<file path="config.mk">
export PLATFORM = sky130hd
export DESIGN_NAME = load_align_unit_flat
export DESIGN_NICKNAME = d
export VERILOG_FILES = /design/src/rtl/load_align_unit_if.sv /design/src/rtl/load_align_unit.sv /design/src/flat_wrapper.sv
export SDC_FILE = /design/constraint.sdc
export NUM_CORES = 1
export LEC_CHECK = 0
export ABC_AREA = 1
export BUFFER_PORTS_ARGS = -buffer_cell sky130_fd_sc_hd__buf_2
export CORE_MARGIN = 2
export CORE_UTILIZATION = 48
export CTS_CLUSTER_SIZE = 25
export DETAILED_ROUTE_END_ITERATION = 10
export PLACE_DENSITY = 0.82
export SLEW_MARGIN = 10
export SYNTH_ARGS = -nofsm -noshare
export SYNTH_HDL_FRONTEND = slang
export SYNTH_SLANG_ARGS = --single-unit
</file>
<file path="constraint.sdc">
create_clock -name clk -period 1.7 [get_ports clk]
set_input_delay 0.255 -clock clk [delete_from_list [all_inputs] [get_ports clk]]
set_output_delay 0.255 -clock clk [all_outputs]
set_load 0.005 [all_outputs]
</file>
<file path="src/rtl/load_align_unit_if.sv">
// Handshake bundle for load_align_unit: load request, cache read port and writeback result.
// The slave modport is the unit itself; the master modport is its environment.
interface load_align_unit_if #(
  parameter int XLEN  = 32,
  parameter int TAG_W = 5
);
  logic             ld_valid;
  logic             ld_ready;
  logic [XLEN-1:0]  ld_addr;
  logic [2:0]       ld_type;
  logic [TAG_W-1:0] ld_tag;

  logic             mem_req_valid;
  logic             mem_req_ready;
  logic [XLEN-1:0]  mem_req_addr;
  logic             mem_rsp_valid;
  logic [XLEN-1:0]  mem_rsp_data;

  logic             wb_valid;
  logic             wb_ready;
  logic [XLEN-1:0]  wb_data;
  logic [TAG_W-1:0] wb_tag;
  logic             wb_fault;

  modport slave (
    input  ld_valid, ld_addr, ld_type, ld_tag,
    input  mem_req_ready, mem_rsp_valid, mem_rsp_data,
    input  wb_ready,
    output ld_ready, mem_req_valid, mem_req_addr,
    output wb_valid, wb_data, wb_tag, wb_fault
  );

  modport master (
    output ld_valid, ld_addr, ld_type, ld_tag,
    output mem_req_ready, mem_rsp_valid, mem_rsp_data,
    output wb_ready,
    input  ld_ready, mem_req_valid, mem_req_addr,
    input  wb_valid, wb_data, wb_tag, wb_fault
  );
endinterface

</file>
<file path="src/rtl/load_align_unit.sv">
// Sequential load aligner: issues one or two aligned cache reads, merges, shifts and extends.
// LOAD_MISALIGN_SPLIT_EN: when defined, word-crossing loads are split; otherwise they fault.
module load_align_unit #(
  parameter int XLEN  = 32,
  parameter int TAG_W = 5
) (
  input logic              clk,
  input logic              rst_n,
  load_align_unit_if.slave bus
);
  localparam int BYTES = XLEN / 8;
  localparam int OFF_W = $clog2(BYTES);

  // Load type codes (funct3 layout, NOREGWRITE on the spare code).
  localparam logic [2:0] LT_LB  = 3'd0;
  localparam logic [2:0] LT_LH  = 3'd1;
  localparam logic [2:0] LT_LW  = 3'd2;
  localparam logic [2:0] LT_LD  = 3'd3;
  localparam logic [2:0] LT_LBU = 3'd4;
  localparam logic [2:0] LT_LHU = 3'd5;
  localparam logic [2:0] LT_LWU = 3'd6;

`ifdef LOAD_MISALIGN_SPLIT_EN
  typedef enum logic [2:0] {IDLE, REQ0, WAIT0, REQ1, WAIT1, RESP} state_t;
`else
  typedef enum logic [2:0] {IDLE, REQ0, WAIT0, RESP} state_t;
`endif

  typedef struct packed {
    logic       legal;
    logic       sgn;
    logic [3:0] size;
  } ld_info_t;

  localparam logic IS64 = (XLEN == 64) ? 1'b1 : 1'b0;

  function automatic ld_info_t decode(input logic [2:0] t);
    ld_info_t i;
    i = '0;
    case (t)
      LT_LB:   i = '{1'b1, 1'b1, 4'd1};
      LT_LH:   i = '{1'b1, 1'b1, 4'd2};
      LT_LW:   i = '{1'b1, 1'b1, 4'd4};
      LT_LBU:  i = '{1'b1, 1'b0, 4'd1};
      LT_LHU:  i = '{1'b1, 1'b0, 4'd2};
      LT_LWU:  i = '{IS64, 1'b0, 4'd4};
      LT_LD:   i = '{IS64, 1'b0, 4'd8};
      default: i = '0;
    endcase
    return i;
  endfunction

  state_t           state;
  logic [OFF_W-1:0] off_q;
  logic [3:0]       size_q;
  logic             sgn_q;
  logic [TAG_W-1:0] tag_q;
`ifdef LOAD_MISALIGN_SPLIT_EN
  logic             cross_q;
  logic [XLEN-1:0]  beat0;
`endif

  ld_info_t         req_info;
  logic [OFF_W-1:0] req_off;
  logic             req_cross;
  logic [XLEN-1:0]  req_aligned;

  logic [2*XLEN-1:0] merged;
  logic [XLEN-1:0]   shifted;
  logic [XLEN-1:0]   mask;
  logic              sbit;
  logic [XLEN-1:0]   result;

  assign bus.ld_ready = (state == IDLE) || (state == RESP && bus.wb_ready);

  always_comb begin
    req_info    = decode(bus.ld_type);
    req_off     = bus.ld_addr[OFF_W-1:0];
    req_cross   = req_info.legal && ((5'(req_off) + 5'(req_info.size)) > 5'(BYTES));
    req_aligned = {bus.ld_addr[XLEN-1:OFF_W], {OFF_W{1'b0}}};
  end

  // The final beat is consumed straight off the response bus; only beat0 needs a register.
  always_comb begin
    // NOTE: every always_comb output gets a default first so no path can infer a latch.
    mask = '1;
    sbit = 1'b0;
`ifdef LOAD_MISALIGN_SPLIT_EN
    merged = (state == WAIT1) ? {bus.mem_rsp_data, beat0} : {{XLEN{1'b0}}, bus.mem_rsp_data};
`else
    merged = {{XLEN{1'b0}}, bus.mem_rsp_data};
`endif
    shifted = XLEN'(merged >> {off_q, 3'b000});
    case (size_q)
      4'd1:    begin mask = XLEN'(8'hFF);         sbit = shifted[7];  end
      4'd2:    begin mask = XLEN'(16'hFFFF);      sbit = shifted[15]; end
      4'd4:    begin mask = XLEN'(32'hFFFF_FFFF); sbit = shifted[31]; end
      default: begin mask = '1;                   sbit = 1'b0;        end
    endcase
    result = (shifted & mask) | ((sgn_q && sbit) ? ~mask : '0);
  end

  always_ff @(posedge clk or negedge rst_n) begin
    if (!rst_n) begin
      // NOTE: sequential state uses non-blocking assignments so every register samples pre-edge values.
      state             <= IDLE;
      off_q             <= '0;
      size_q            <= '0;
      sgn_q             <= 1'b0;
      tag_q             <= '0;
`ifdef LOAD_MISALIGN_SPLIT_EN
      cross_q           <= 1'b0;
      beat0             <= '0;
`endif
      bus.mem_req_valid <= 1'b0;
      bus.mem_req_addr  <= '0;
      bus.wb_valid      <= 1'b0;
      bus.wb_data       <= '0;
      bus.wb_tag        <= '0;
      bus.wb_fault      <= 1'b0;
    end else begin
      case (state)
        REQ0: if (bus.mem_req_ready) begin
          bus.mem_req_valid <= 1'b0;
          state             <= WAIT0;
        end
        WAIT0: if (bus.mem_rsp_valid) begin
`ifdef LOAD_MISALIGN_SPLIT_EN
          if (cross_q) begin
            beat0             <= bus.mem_rsp_data;
            bus.mem_req_valid <= 1'b1;
            bus.mem_req_addr  <= bus.mem_req_addr + XLEN'(BYTES);
            state             <= REQ1;
          end else begin
            bus.wb_valid <= 1'b1;
            bus.wb_data  <= result;
            bus.wb_tag   <= tag_q;
            state        <= RESP;
          end
`else
          bus.wb_valid <= 1'b1;
          bus.wb_data  <= result;
          bus.wb_tag   <= tag_q;
          state        <= RESP;
`endif
        end
`ifdef LOAD_MISALIGN_SPLIT_EN
        REQ1: if (bus.mem_req_ready) begin
          bus.mem_req_valid <= 1'b0;
          state             <= WAIT1;
        end
        WAIT1: if (bus.mem_rsp_valid) begin
          bus.wb_valid <= 1'b1;
          bus.wb_data  <= result;
          bus.wb_tag   <= tag_q;
          state        <= RESP;
        end
`endif
        RESP: if (bus.wb_ready) begin
          bus.wb_valid <= 1'b0;
          state        <= IDLE;
        end
        default: ;
      endcase

      // Acceptance overrides the RESP exit so back-to-back loads need no bubble.
      if (bus.ld_valid && bus.ld_ready) begin
        off_q        <= req_off;
        size_q       <= req_info.size;
        sgn_q        <= req_info.sgn;
        tag_q        <= bus.ld_tag;
        bus.wb_data  <= '0;
        bus.wb_fault <= 1'b0;
`ifdef LOAD_MISALIGN_SPLIT_EN
        cross_q      <= req_cross;
`endif
        if (!req_info.legal) begin
          bus.wb_valid <= 1'b1;
          bus.wb_tag   <= bus.ld_tag;
          state        <= RESP;
        end
`ifndef LOAD_MISALIGN_SPLIT_EN
        else if (req_cross) begin
          bus.wb_valid <= 1'b1;
          bus.wb_tag   <= bus.ld_tag;
          bus.wb_fault <= 1'b1;
          state        <= RESP;
        end
`endif
        else begin
          bus.wb_valid      <= 1'b0;
          bus.mem_req_valid <= 1'b1;
          bus.mem_req_addr  <= req_aligned;
          state             <= REQ0;
        end
      end
    end
  end
endmodule

</file>
<file path="src/flat_wrapper.sv">
// flat-port wrapper written by rule: the top's interface ports become plain ports
module load_align_unit_flat 
#(
  parameter int XLEN  = 32,
  parameter int TAG_W = 5
)
  (clk, rst_n, bus_ld_valid, bus_ld_addr, bus_ld_type, bus_ld_tag, bus_mem_req_ready, bus_mem_rsp_valid, bus_mem_rsp_data, bus_wb_ready, bus_ld_ready, bus_mem_req_valid, bus_mem_req_addr, bus_wb_valid, bus_wb_data, bus_wb_tag, bus_wb_fault);
  load_align_unit_if #(.XLEN(XLEN), .TAG_W(TAG_W)) bus_i ();
  input logic clk;
  input logic rst_n;
  input wire logic [$bits(bus_i.ld_valid)-1:0] bus_ld_valid;
  input wire logic [$bits(bus_i.ld_addr)-1:0] bus_ld_addr;
  input wire logic [$bits(bus_i.ld_type)-1:0] bus_ld_type;
  input wire logic [$bits(bus_i.ld_tag)-1:0] bus_ld_tag;
  input wire logic [$bits(bus_i.mem_req_ready)-1:0] bus_mem_req_ready;
  input wire logic [$bits(bus_i.mem_rsp_valid)-1:0] bus_mem_rsp_valid;
  input wire logic [$bits(bus_i.mem_rsp_data)-1:0] bus_mem_rsp_data;
  input wire logic [$bits(bus_i.wb_ready)-1:0] bus_wb_ready;
  output wire logic [$bits(bus_i.ld_ready)-1:0] bus_ld_ready;
  output wire logic [$bits(bus_i.mem_req_valid)-1:0] bus_mem_req_valid;
  output wire logic [$bits(bus_i.mem_req_addr)-1:0] bus_mem_req_addr;
  output wire logic [$bits(bus_i.wb_valid)-1:0] bus_wb_valid;
  output wire logic [$bits(bus_i.wb_data)-1:0] bus_wb_data;
  output wire logic [$bits(bus_i.wb_tag)-1:0] bus_wb_tag;
  output wire logic [$bits(bus_i.wb_fault)-1:0] bus_wb_fault;
  assign bus_i.ld_valid = bus_ld_valid;
  assign bus_i.ld_addr = bus_ld_addr;
  assign bus_i.ld_type = bus_ld_type;
  assign bus_i.ld_tag = bus_ld_tag;
  assign bus_i.mem_req_ready = bus_mem_req_ready;
  assign bus_i.mem_rsp_valid = bus_mem_rsp_valid;
  assign bus_i.mem_rsp_data = bus_mem_rsp_data;
  assign bus_i.wb_ready = bus_wb_ready;
  assign bus_ld_ready = bus_i.ld_ready;
  assign bus_mem_req_valid = bus_i.mem_req_valid;
  assign bus_mem_req_addr = bus_i.mem_req_addr;
  assign bus_wb_valid = bus_i.wb_valid;
  assign bus_wb_data = bus_i.wb_data;
  assign bus_wb_tag = bus_i.wb_tag;
  assign bus_wb_fault = bus_i.wb_fault;
  load_align_unit #(.XLEN(XLEN), .TAG_W(TAG_W)) u_core (.clk(clk), .rst_n(rst_n), .bus(bus_i));
endmodule
</file>
Word level (Yosys, flattened, before mapping)
Index checks and enable logic that the tools add are counted.
{"block": "op_classes", "eq_ne": 15, "order_cmp": 1, "addsub": 1, "muxes": 31, "bitwise_logic": 4, "shifts": 1, "mul": 0, "div": 0, "reduce_logical": 15}
{"cell": "$mux 32", "n": 4}
{"cell": "$pmux 32 s2", "n": 1}
{"cell": "$pmux 6 s7", "n": 1}
{"cell": "$and 32x32->32", "n": 1}
{"cell": "$not 32->32", "n": 1}
{"cell": "$or 32x32->32", "n": 1}
{"cell": "$shr 32x5->32", "n": 1}
{"cell": "$mux 5", "n": 5}
{"cell": "$mux 3", "n": 5}
{"cell": "$eq 3x2->1 const B", "n": 4}
{"cell": "$mux 1", "n": 11}
{"cell": "$eq 3x3->1 const B", "n": 3}
{"cell": "$pmux 3 s3", "n": 1}
{"cell": "$eq 3x1->1 const B", "n": 2}
{"cell": "$logic_not 3->1", "n": 2}
{"cell": "$ne 3x2->1 const B", "n": 2}
{"cell": "$reduce_and 3->1", "n": 2}
{"cell": "$add 2x4->5", "n": 1}
{"cell": "$gt 5x3->1 const B", "n": 1}
{"cell": "$eq 4x1->1 const B", "n": 1}
{"cell": "$eq 4x2->1 const B", "n": 1}
{"cell": "$eq 4x3->1 const B", "n": 1}
{"cell": "$logic_and 1x1->1", "n": 4}
{"cell": "$reduce_and 4->1", "n": 1}
{"cell": "10 further kinds", "n": 11}
{"block": "word_totals", "word_cells": 79, "latch_bits": 0, "inputBits": 78, "ramBits": 0, "romBits": 0, "memories": 0, "register_bits": 85}

Depth between registers and ports, before layout
{"block": "logic_depth", "word_depth": 8, "mapped_depth": 11, "ltp_nobuf": 10}

Worst setup path before layout
OpenSTA, ideal clock, no wires.
{"block": "synth_path", "path_type": "input-to-reg", "startpoint": "input bus_ld_type[1]", "endpoint": "register u_core.bus.wb_valid", "stages": 10, "arrival_ps": 1660, "path_slack_ps": -81, "cell_sequence": "nor2_1 > ha_1 > inv_1 > fa_1 > xor2_1 > nand2_1 > nand3_4 > buf_6 > nand3_1 > nand2_1"}
{"block": "synth_between", "elab_chain_len": 8, "word_cells_on_any_way": 14}
{"element": "from (decl)", "line_no": "flat_wrapper.sv:13", "text": "input wire logic [$bits(bus_i.ld_type)-1:0] bus_ld_type;"}
{"element": "$eq 3x2->1, or another cell as far along", "line_no": "load_align_unit.sv:40", "text": "case (t)"}
{"element": "$pmux 6 s7 *", "line_no": "load_align_unit.sv:40"}
{"element": "$add 2x4->5", "line_no": "load_align_unit.sv:79", "text": "req_cross = req_info.legal && ((5'(req_off) + 5'(req_info.size)) > 5'(BYTES));"}
{"element": "$gt 5x3->1", "line_no": "load_align_unit.sv:79"}
{"element": "$logic_and 1x1->1", "line_no": "load_align_unit.sv:79"}
{"element": "$mux 1", "line_no": "load_align_unit.sv:183", "text": "else if (req_cross) begin"}
{"element": "$mux 1 *", "line_no": "load_align_unit.sv:177", "text": "if (!req_info.legal) begin"}
{"element": "$mux 1 *", "line_no": "load_align_unit.sv:167", "text": "if (bus.ld_valid && bus.ld_ready) begin"}
{"element": "to (signal assigned)", "line_no": "load_align_unit.sv:178", "text": "bus.wb_valid <= 1'b1;"}
{"element": "to (signal assigned)", "line_no": "load_align_unit.sv:184", "text": "bus.wb_valid <= 1'b1;"}
{"element": "to (signal assigned)", "line_no": "load_align_unit.sv:191", "text": "bus.wb_valid <= 1'b0;"}
{"element": "to (decl)", "line_no": "load_align_unit_if.sv:30", "text": "output wb_valid, wb_data, wb_tag, wb_fault"}
Every way passes the cells marked *; elsewhere a longest branch is shown, timed or not.
A chain may end at the register's enable or synchronous reset.

==> out/results.tsv <==
metric	value	unit
fraction of layout instances using a drive strength above 1	35.1	%
Area Growth Syn to Fin	25.7	%
number of buffers added on ports	148	
Setup-failing EPs final	0	
nets	816	
largest net degree at the start of global routing	56	
GR Util All Layers	21.8	%
most frequent CP cell	nand2_2	
commonest cells after routing, fill and taps aside	nand2_1 (222), buf_2 (147), dfrtp_1 (84)	
slowest stage cell, crit path	fa_2	
final WL	11000	um
antenna violations before repair	0	
drt wl/cell	12.9	um
hold path endpoint	u_core.tag_q[0]$_DFFE_PN0P_	
P per Cell Area	1670	mW/mm2
Remaining DRCs	0	
clk slew on worst S/H paths	90	ps
reg2reg path depth	9	
CTS max path bufs	2	
Synth cell types	27	
reg2reg setup slack	180	ps
CP Capture Type	flop	
required time of the critical path	1940	ps
CTS tree	built	
Core ar.	0.00915	mm2
gpl congestion	0.844	
max-cap viol count	0	
die area	0.0101	mm2
CP peak stage delay	500	ps
worst skew pair latency	350	ps
via count	4205	
GR Util met2	38.8	%
status	finished clean	
clk root buf	clkbuf_8	
first drt pass iteration count	4	
depth of the CTS H-tree	3	
Yosys warnings	0	
Arrival @ worst endpoint	1850	ps
Gate Count Post-Synth	584	
HP Class	in -> reg	
die width	101	um
maximum VDD drop	0.836	mV
Max FO, Critical Path	42	
Post-DRT Antenna Nets	0	
CTS buffer count	9	
Max Slew Vio Count	0	
most common cell after layout, fill and taps aside	nand2_1	
Final Power	0.00942	W
clk sinks	84	
final clock skew	10.3	ps
utilization after layout	61.6	%
WHS Path Cells	3	
io pins	151	
hold wc startpoint	bus_ld_tag[0]	
DR iter-0 viols	248	
register area share after synthesis	46.9	%
Reg-to-Reg End	u_core.bus.wb_data[12]$_DFFE_PN0P_	
Reg2Reg Launch Point	u_core.off_q[0]$_DFFE_PN0P_	
grt peak-use layer	met2	
Final Cycle Share	94.7	%
initial cell density of the core	49.0	%
grt total ovfl	0	
Final HPWL DP	8220	um
row cnt	35	
routed vias/inst	4.94	
min cycle time layout	1610	ps
DIE HEIGHT	101	um
vias in the first global route	4023	
met1 Use GR	27.0	%
#FFs+latches synth	84	
Mapped Area	0.00448	mm2
ant diodes	0	
met3 usage	3.95	%
WS Path Type	in -> reg	
first-pass GRT wire length	17700	um
syn_area_per_cell	7.68	um2
worst-path cell chain	buf_2, nor2_4, ha_4, inv_2, fa_2, nand2_1, nand2_2, nand3_4, buf_12, nand2_2, o21ai_2	
Final Hold Fails	0	
Max Freq	0.621	GHz
Static Leak	3.29	nW
startpoint types	primary input	
## flip-flops by register name (all words and copies together), names as in the netlist
register and flops:
u_core.bus.mem_req_addr 30, u_core.bus.mem_req_valid 1, u_core.bus.wb_data 32, u_core.bus.wb_fault 1, u_core.bus.wb_tag 5, u_core.bus.wb_valid 1
u_core.off_q 2, u_core.sgn_q 1, u_core.size_q 4, u_core.state 2, u_core.tag_q 5
## worst max-delay path by stage
stage	startpoint	endpoint	slack [ps]	cells after the start
3_5_place_dp	bus_ld_type[1]	u_core.bus.wb_tag[2]$_DFF_PN0_	-390	11
6_report	bus_ld_type[1]	u_core.bus.mem_req_addr[15]$_DFFE_PN0P_	90	11
2_1_floorplan	bus_ld_type[1]	u_core.bus.mem_req_addr[10]$_DFFE_PN0P_	-20	10
5_1_grt	u_core.off_q[0]$_DFFE_PN0P_	u_core.bus.wb_data[12]$_DFFE_PN0P_	-20	9
3_3_place_gp	bus_ld_type[1]	u_core.bus.wb_tag[2]$_DFF_PN0_	-330	11
4_1_cts	bus_ld_type[1]	u_core.bus.wb_tag[2]$_DFF_PN0_	6	11
## layout make-up
class,count,area [um2]
inverter,57,214
tap,111,139
timing repair buffer,169,945
sequential,84,2100
fill,835,3520
clock buffer,10,128
clock inverter,6,86.3
multi-input combinational,414,2020
## metrics by stage
stage / setup TNS (ps) / cell area, um2 / setup slack, ps / std cells / hold WS, ps
2_1_floorplan: -440 / 4510 / -15.8 / 585 / -40.6
3_3_place_gp: -8500 / 5380 / -334 / 833 / 261
3_5_place_dp: -11220 / 5380 / -393 / 833 / 264
4_1_cts: 0 / 5610 / 6.21 / 850 / 107
5_1_grt: -29.6 / 5630 / -17.2 / 851 / 120
6_report: 0 / 5630 / 89.3 / 851 / 120
## cell families after synthesis
| kind of cell | Yosys count | share of synthesized area (%) |
|---|---|---|
| AO/OA/AOI/OAI | 92 | 12.9 |
| AND/OR/NAND/NOR | 316 | 29.8 |
| adder cells (fa/ha/maj) | 3 | 1.00 |
| flip-flops | 84 | 46.9 |
| XOR/XNOR | 1 | 0.195 |
| other | 1 | 0.0836 |
| buffers and inverters | 87 | 9.07 |
## worst max-delay path, delay by kind of cell
| family | cells | cell delay [ps] |
|---|---|---|
| AOI/OAI and AO/OA | 1 | 50 |
| adders and majority gates | 2 | 650 |
| buffers and inverters | 3 | 370 |
| and+or+nand+nor | 5 | 490 |
## metal layers
| metal | wire length (um) | share of wire, % |
|---|---|---|
| met5 | 0 | 0 |
| met4 | 168 | 1.5 |
| met3 | 482 | 4.4 |
| met2 | 5860 | 53 |
| met1 | 4490 | 41 |
## synthesized netlist by cell type (all sizes together)
cell type	instances	area (um2)
buf	24	170
nand3	25	138
o21ai	56	393
or2	1	6.26
fa	1	20.0
nand3b	1	7.51
conb	1	3.75
nor2	36	158
a21oi	35	179
inv	57	214
a22o	1	8.76
xor2	1	8.76
dfrtp	84	2100
ha	2	25.0
nand2	253	1030
clkbuf	6	22.5
## where the power goes
group,internal [W],leakage [nW],switching [W],total (W)
clock network,0.000829,0.107,0.000732,0.00156
logic,0.00184,2.11,0.00266,0.00450
registers,0.00283,1.08,0.000534,0.00336
total,0.00549,3.29,0.00393,0.00942
## repair_timing
item                                    4_1_cts  5_1_grt
pin swaps                                     0        2
endpoints found under the hold margin        84        0
endpoints found under the setup margin        5       14
resized for setup                             1        3
hold buffers                                  1        0
setup buffers                                 0        1
Power figures use the tool's default switching activity.
